### config.mk
export PLATFORM = sky130hd
export DESIGN_NAME = serial_fa_sched_flat
export DESIGN_NICKNAME = d
export VERILOG_FILES = /design/src/rtl/serial_fa_sched_if.sv /design/src/rtl/serial_fa_sched.sv /design/src/flat_wrapper.sv
export SDC_FILE = /design/constraint.sdc
export NUM_CORES = 1
export LEC_CHECK = 0
export CAP_MARGIN = 20
export CORE_MARGIN = 2
export CORE_UTILIZATION = 40
export DETAILED_ROUTE_END_ITERATION = 8
export PLACE_DENSITY_LB_ADDON = 0.1
export SKIP_CTS_REPAIR_TIMING = 1
export SYNTH_ARGS = -nofsm -noshare
export SYNTH_HDL_FRONTEND = slang
export SYNTH_SLANG_ARGS = --single-unit
### constraint.sdc
create_clock -name clk -period 2.4 [get_ports clk]
set_clock_uncertainty 0.1 [all_clocks]
set_input_delay 0.48 -clock clk [delete_from_list [all_inputs] [get_ports clk]]
set_output_delay 0.48 -clock clk [all_outputs]
set_load 0.1 [all_outputs]
### src/rtl/serial_fa_sched_if.sv
// Handshake and datapath bundle for serial_fa_sched.
// slave  : scheduler side (receives requests, drives the full adder, produces results)
// master : environment side (requesters, full_adder cell, result consumer)
// Optional subtract ports appear when SERIAL_FA_SCHED_SUB_EN is defined.
interface serial_fa_sched_if #(parameter int W = 8);
  logic         req0_valid, req0_ready, req0_ci;
  logic [W-1:0] req0_a, req0_b;
  logic         req1_valid, req1_ready, req1_ci;
  logic [W-1:0] req1_a, req1_b;
`ifdef SERIAL_FA_SCHED_SUB_EN
  logic         req0_sub, req1_sub;
`endif
  logic         fa_a, fa_b, fa_ci, fa_sum, fa_co;
  logic         res_valid, res_ready, res_co, res_id;
  logic [W-1:0] res_sum;
  logic         busy;

  modport slave (
`ifdef SERIAL_FA_SCHED_SUB_EN
    input  req0_sub, req1_sub,
`endif
    input  req0_valid, req0_a, req0_b, req0_ci,
    input  req1_valid, req1_a, req1_b, req1_ci,
    input  fa_sum, fa_co, res_ready,
    output req0_ready, req1_ready, fa_a, fa_b, fa_ci,
    output res_valid, res_sum, res_co, res_id, busy
  );

  modport master (
`ifdef SERIAL_FA_SCHED_SUB_EN
    output req0_sub, req1_sub,
`endif
    output req0_valid, req0_a, req0_b, req0_ci,
    output req1_valid, req1_a, req1_b, req1_ci,
    output fa_sum, fa_co, res_ready,
    input  req0_ready, req1_ready, fa_a, fa_b, fa_ci,
    input  res_valid, res_sum, res_co, res_id, busy
  );
endinterface

### src/rtl/serial_fa_sched.sv
// Bit-serial add scheduler: round-robin between two requesters, drives one
// external combinational full adder LSB-first for W cycles, returns sum/carry
// on a valid/ready result port.
// Optional feature macro: SERIAL_FA_SCHED_SUB_EN (per-requester subtract).
//
// state | meaning
// IDLE  | waiting for a request, grant is combinational
// RUN   | one operand bit per cycle through the shared full adder
// DONE  | result presented, held until res_ready
module serial_fa_sched #(
  parameter int W = 8
) (
  input logic           clk,
  input logic           rst,
  serial_fa_sched_if.slave bus
);
  localparam int CW = $clog2(W);
  localparam logic [1:0] S_IDLE = 2'd0;
  localparam logic [1:0] S_RUN  = 2'd1;
  localparam logic [1:0] S_DONE = 2'd2;

  logic [1:0]    state_q, state_d;
  logic [W-1:0]  a_q, a_d, b_q, b_d, sum_q, sum_d;
  logic          carry_q, carry_d, id_q, id_d, last_q, last_d;
  logic [CW-1:0] cnt_q, cnt_d;

  logic          gnt_vld, gnt_id, acc_sub, acc_ci;
  logic [W-1:0]  acc_a, acc_b;
  logic          run, done;

  // Grant selection: single requester wins outright, contention alternates.
  always_comb begin
    gnt_vld = (state_q == S_IDLE) && !rst && (bus.req0_valid || bus.req1_valid);
    if (bus.req0_valid && bus.req1_valid) gnt_id = ~last_q;
    else                                  gnt_id = bus.req1_valid;
  end

  assign bus.req0_ready = gnt_vld & ~gnt_id;
  assign bus.req1_ready = gnt_vld &  gnt_id;

  // Operand mux from the granted requester; subtract is a ~b + 1 load.
  always_comb begin
    acc_a  = gnt_id ? bus.req1_a  : bus.req0_a;
    acc_b  = gnt_id ? bus.req1_b  : bus.req0_b;
    acc_ci = gnt_id ? bus.req1_ci : bus.req0_ci;
`ifdef SERIAL_FA_SCHED_SUB_EN
    acc_sub = gnt_id ? bus.req1_sub : bus.req0_sub;
`else
    acc_sub = 1'b0;
`endif
  end

  // Next-state and datapath for the three-state sequencer.
  always_comb begin
    state_d = state_q;
    a_d     = a_q;
    b_d     = b_q;
    sum_d   = sum_q;
    carry_d = carry_q;
    id_d    = id_q;
    last_d  = last_q;
    cnt_d   = cnt_q;
    case (state_q)
      S_IDLE: begin
        if (gnt_vld) begin
          a_d     = acc_a;
          b_d     = acc_sub ? ~acc_b : acc_b;
          carry_d = acc_sub ? 1'b1 : acc_ci;
          id_d    = gnt_id;
          last_d  = gnt_id;
          cnt_d   = '0;
          state_d = S_RUN;
        end
      end
      S_RUN: begin
        sum_d   = {bus.fa_sum, sum_q[W-1:1]};
        a_d     = a_q >> 1;
        b_d     = b_q >> 1;
        carry_d = bus.fa_co;
        // Hold the counter on the final bit so it never wraps.
        if (cnt_q == CW'(W - 1)) state_d = S_DONE;
        else                     cnt_d   = cnt_q + CW'(1);
      end
      S_DONE: begin
        if (bus.res_ready) state_d = S_IDLE;
      end
      default: state_d = S_IDLE;
    endcase
  end

  // State registers with synchronous reset; requester 0 wins the first contention.
  always_ff @(posedge clk) begin
    if (rst) begin
      state_q <= S_IDLE;
      a_q     <= '0;
      b_q     <= '0;
      sum_q   <= '0;
      carry_q <= 1'b0;
      id_q    <= 1'b0;
      last_q  <= 1'b1;
      cnt_q   <= '0;
    end else begin
      state_q <= state_d;
      a_q     <= a_d;
      b_q     <= b_d;
      sum_q   <= sum_d;
      carry_q <= carry_d;
      id_q    <= id_d;
      last_q  <= last_d;
      cnt_q   <= cnt_d;
    end
  end

  assign run = (state_q == S_RUN);
  assign done = (state_q == S_DONE);

  assign bus.fa_a      = run & a_q[0];
  assign bus.fa_b      = run & b_q[0];
  assign bus.fa_ci     = run & carry_q;
  assign bus.res_valid = done;
  assign bus.res_sum   = {W{done}} & sum_q;
  assign bus.res_co    = done & carry_q;
  assign bus.res_id    = done & id_q;
  assign bus.busy      = (state_q != S_IDLE);
endmodule

### src/flat_wrapper.sv
// flat-port wrapper written by rule: the top's interface ports become plain ports
module serial_fa_sched_flat 
#(
  parameter int W = 8
)
  (clk, rst, bus_req0_valid, bus_req0_a, bus_req0_b, bus_req0_ci, bus_req1_valid, bus_req1_a, bus_req1_b, bus_req1_ci, bus_fa_sum, bus_fa_co, bus_res_ready, bus_req0_ready, bus_req1_ready, bus_fa_a, bus_fa_b, bus_fa_ci, bus_res_valid, bus_res_sum, bus_res_co, bus_res_id, bus_busy);
  serial_fa_sched_if #(.W(W)) bus_i ();
  input logic clk;
  input logic rst;
  input wire logic [$bits(bus_i.req0_valid)-1:0] bus_req0_valid;
  input wire logic [$bits(bus_i.req0_a)-1:0] bus_req0_a;
  input wire logic [$bits(bus_i.req0_b)-1:0] bus_req0_b;
  input wire logic [$bits(bus_i.req0_ci)-1:0] bus_req0_ci;
  input wire logic [$bits(bus_i.req1_valid)-1:0] bus_req1_valid;
  input wire logic [$bits(bus_i.req1_a)-1:0] bus_req1_a;
  input wire logic [$bits(bus_i.req1_b)-1:0] bus_req1_b;
  input wire logic [$bits(bus_i.req1_ci)-1:0] bus_req1_ci;
  input wire logic [$bits(bus_i.fa_sum)-1:0] bus_fa_sum;
  input wire logic [$bits(bus_i.fa_co)-1:0] bus_fa_co;
  input wire logic [$bits(bus_i.res_ready)-1:0] bus_res_ready;
  output wire logic [$bits(bus_i.req0_ready)-1:0] bus_req0_ready;
  output wire logic [$bits(bus_i.req1_ready)-1:0] bus_req1_ready;
  output wire logic [$bits(bus_i.fa_a)-1:0] bus_fa_a;
  output wire logic [$bits(bus_i.fa_b)-1:0] bus_fa_b;
  output wire logic [$bits(bus_i.fa_ci)-1:0] bus_fa_ci;
  output wire logic [$bits(bus_i.res_valid)-1:0] bus_res_valid;
  output wire logic [$bits(bus_i.res_sum)-1:0] bus_res_sum;
  output wire logic [$bits(bus_i.res_co)-1:0] bus_res_co;
  output wire logic [$bits(bus_i.res_id)-1:0] bus_res_id;
  output wire logic [$bits(bus_i.busy)-1:0] bus_busy;
  assign bus_i.req0_valid = bus_req0_valid;
  assign bus_i.req0_a = bus_req0_a;
  assign bus_i.req0_b = bus_req0_b;
  assign bus_i.req0_ci = bus_req0_ci;
  assign bus_i.req1_valid = bus_req1_valid;
  assign bus_i.req1_a = bus_req1_a;
  assign bus_i.req1_b = bus_req1_b;
  assign bus_i.req1_ci = bus_req1_ci;
  assign bus_i.fa_sum = bus_fa_sum;
  assign bus_i.fa_co = bus_fa_co;
  assign bus_i.res_ready = bus_res_ready;
  assign bus_req0_ready = bus_i.req0_ready;
  assign bus_req1_ready = bus_i.req1_ready;
  assign bus_fa_a = bus_i.fa_a;
  assign bus_fa_b = bus_i.fa_b;
  assign bus_fa_ci = bus_i.fa_ci;
  assign bus_res_valid = bus_i.res_valid;
  assign bus_res_sum = bus_i.res_sum;
  assign bus_res_co = bus_i.res_co;
  assign bus_res_id = bus_i.res_id;
  assign bus_busy = bus_i.busy;
  serial_fa_sched #(.W(W)) u_core (.clk(clk), .rst(rst), .bus(bus_i));
endmodule
==> key figures <==
Routing
  – WL/cell: 14.0 um
  – Final WL: 4410 um
  – Routed Antenna Nets: 0
  – # DRC: 0
  – Routed vias/inst: 5.24
  – Initial DRC Count: 84
  – Drt pass-1 iters: 4
  – Routed vias: between 1.5k and 2k

Finish
  – Area grow syn2layout: 54.2%
  – Non-Filler Instances: 315
  – Nets: 308
  – Final Util: 0.646
  – FILL cells: between 300 and 400
  – ANT cells: 0
  – Fin area: 2600 um^2
  – Share of cells above drive strength 1: 0.211

Critical path
  – Crit path max-delay cell type: clkdlybuf4s50_1
  – Worst endpoint data arrival time: 1680 ps
  – Largest fanout on the critical path: 5
  – R2R Setup Slk: 630 ps
  – Required @ worst endpoint: around 1800 ps
  – R2R Path Start: u_core.state_q[1]
  – Worst Setup Start Kind: input port
  – CP bufs+invs: 2
  – CP top delay family: buffers and inverters
  – Worst Setup End Kind: output pin
  – CP max stage delay: 430 ps
  – Cells along the critical path: clkdlybuf4s50_1, or3_4, nor2_2, buf_12
  – Length in cells of the worst reg-to-reg path: 3
  – CP Class: input port to output pin
  – RR Endpoint: u_core.a_q[7]

Clocking
  – Worst-path clk slew: 60 ps
  – Clock sinks: 32
  – TritonCTS Buffers: 5
  – Skew-Pair Late Insertion Delay: 280 ps
  – CTS H-tree depth: 2
  – CTS tree: built
  – Clock buffer depth: 2
  – Clk root buf: clkbuf_8

STA
  – Hold_ws: 357 ps
  – Max Freq: around 440 MHz
  – Final Hold Violating Endpoints: 0
  – Final worst-path cycle share: 0.942
  – Slew HR: 0.651
  – Post-route setup slack: 139 ps
  – Final worst path period need: 2260 ps
  – Setup tns final: 0 ps
  – Final setup viols: 0
  – Worst-margin pin slew: 523 ps
  – Final Max Slew Viols: 0
  – RSZ-0062 raised after global routing: false

Logic synthesis
  – Synth Net Count: 243
  – Syn Area/Cell: 8.43 um^2
  – Synth area leader: dfxtp_1
  – Yosys reg bits: 32
  – Yosys top cell area share: 0.380
  – Synth top area cells: dfxtp_1 38%, mux2i_1 5.3%, nand2_1 5.3%
  – Cells after synthesis: 200
  – Primary FF master, synth: dfxtp_1
  – Number of flops mapped to enable cells by yosys: 0
  – Async set or reset register ratio after synthesis: 0
  – Sequential area share after synthesis: 0.380
  – YS warnings: 0
  – Post-synthesis cell area: 1690 um^2
  – Unique masters post-synth: 36

Worst hold path
  – Hold depth: 2
  – Min-Delay Endpoint: u_core.sum_q[0]
  – Hold Crit Start: u_core.sum_q[0]
  – Min-Delay Path Class: flop to flop

Floorplan
  – Initial Util: 0.419
  – Die height: 68.9 um
  – Die area: 4750 um^2
  – Core ar.: 4030 um^2
  – # IOs: 58
  – Width of the die: 68.9 um
  – Std-Cell Rows: 23

Global routing
  – First-pass GRT wire length: 7210 um
  – Overall Global Routing Usage: 0.205
  – Largest net degree at the start of global routing: 23
  – Number of global-route vias before repair: ~1.6k
  – Initial antenna violation count: 0
  – Total congestion overflow: 0

Job
  – Max cap viols: 0

Power
  – Design Power: 1.35 mW
  – Pwr Density: approximately 520 nW/um^2
  – VDD IR max: 0.331 mV
  – Static leakage: 1.04 nW

Placed design
  – Final HPWL DP: 3270 um
  – IO buf count: 57
  – Placed cell areas: 2520 um^2
  – Pre-CTS WS: 152 ps
  – Dpl cells: 308
  – GPL Wtd Cong: 0.887

Outcome
  – Outcome: complete, no violations
[power by group]
group	leakage [nW]	total [mW]	switching, mW	internal (mW)
Sequential	0.263	0.601	0.0261	0.574
Combinational	0.737	0.362	0.189	0.173
Clock	0.0410	0.386	0.189	0.197
[kinds of logic (layout without fill, tap and decap cells)]
group           after synthesis  in the layout  share of synthesized area
compound gates               59             59                      0.249
fa+ha+maj                     2              2                     0.0148
buf+inv                      31             96                     0.0927
flops                        32             32                      0.380
mux                           9              9                     0.0534
simple gates                 67             67                      0.211
[area by class of cell]
cell class	instances	area, um^2	area share
Sequential cell	32	641	0.246
Inverter	17	63.8	0.0245
Timing Repair Buffer	72	853	0.328
Clock buffer	6	72.6	0.0279
Tap cell	50	62.6	0.0241
Multi-Input combinational cell	137	903	0.347
Clock inverter	1	5.00	0.00192
[cell usage after synthesis (4+ instances only)]
| cell | number |
|---|---|
| nor2_1 | 8 |
| o21ai_0 | 9 |
| nand2b_1 | 4 |
| nand2_1 | 24 |
| a221oi_1 | 9 |
| inv_1 | 17 |
| mux2i_1 | 9 |
| a22oi_1 | 8 |
| dfxtp_1 | 32 |
| a21oi_1 | 14 |
| buf_6 | 4 |
| nand4_1 | 4 |
| buf_2 | 8 |
| o221ai_1 | 7 |
| and2_1 | 12 |
| nor2b_1 | 7 |
[placed cells by master (no fill, tap or decap), drive strengths merged, types with 2 or more instances in the layout]
cell type,synthesis,final
a21oi,14,14
a221oi,9,9
a22oi,8,8
a311oi,2,2
a31o,2,2
and2,12,12
buf,12,32
clkbuf,2,6
clkdlybuf4s50,0,40
dfxtp,32,32
ha,2,2
inv,17,17
mux2i,9,9
nand2,24,24
nand2b,4,4
nand4,4,4
nor2,9,9
nor2b,7,7
nor3,2,2
o21ai,10,10
o221ai,7,7
[flip-flops by register name (all words and copies together), names as in the netlist]
register / flops
u_core.cnt_q: 3
u_core.a_q: 8
u_core.carry_q: 1
u_core.id_q: 1
u_core.state_q: 2
u_core.sum_q: 8
u_core.b_q: 8
u_core.last_q: 1
[worst max-delay path by stage]
stage | start | to | cells after the start
after global placement | rst | bus_req1_ready | 4
final | rst | bus_req1_ready | 4
after CTS | rst | bus_req1_ready | 4
after floorplan | u_core.state_q[0] | bus_fa_a | 4
after detailed placement | rst | bus_req1_ready | 4
after global routing | u_core.state_q[1] | bus_res_id | 4
[per-layer routing]
layer / global-route usage / wire length [um] / vias up
li1: - / - / 843
met5: 0 / 0 / -
met2: 0.323 / 1990 / 56
met4: 0.0588 / 44 / 0
met1: 0.281 / 2090 / 746
met3: 0.0455 / 291 / 7
[tightest hold or removal path, stage by stage (launching register included)]
cell,delay [ps]
dfxtp_1,300
nand2_1,50
a21oi_1,50
No activity file was read; power rests on OpenSTA's default activity.
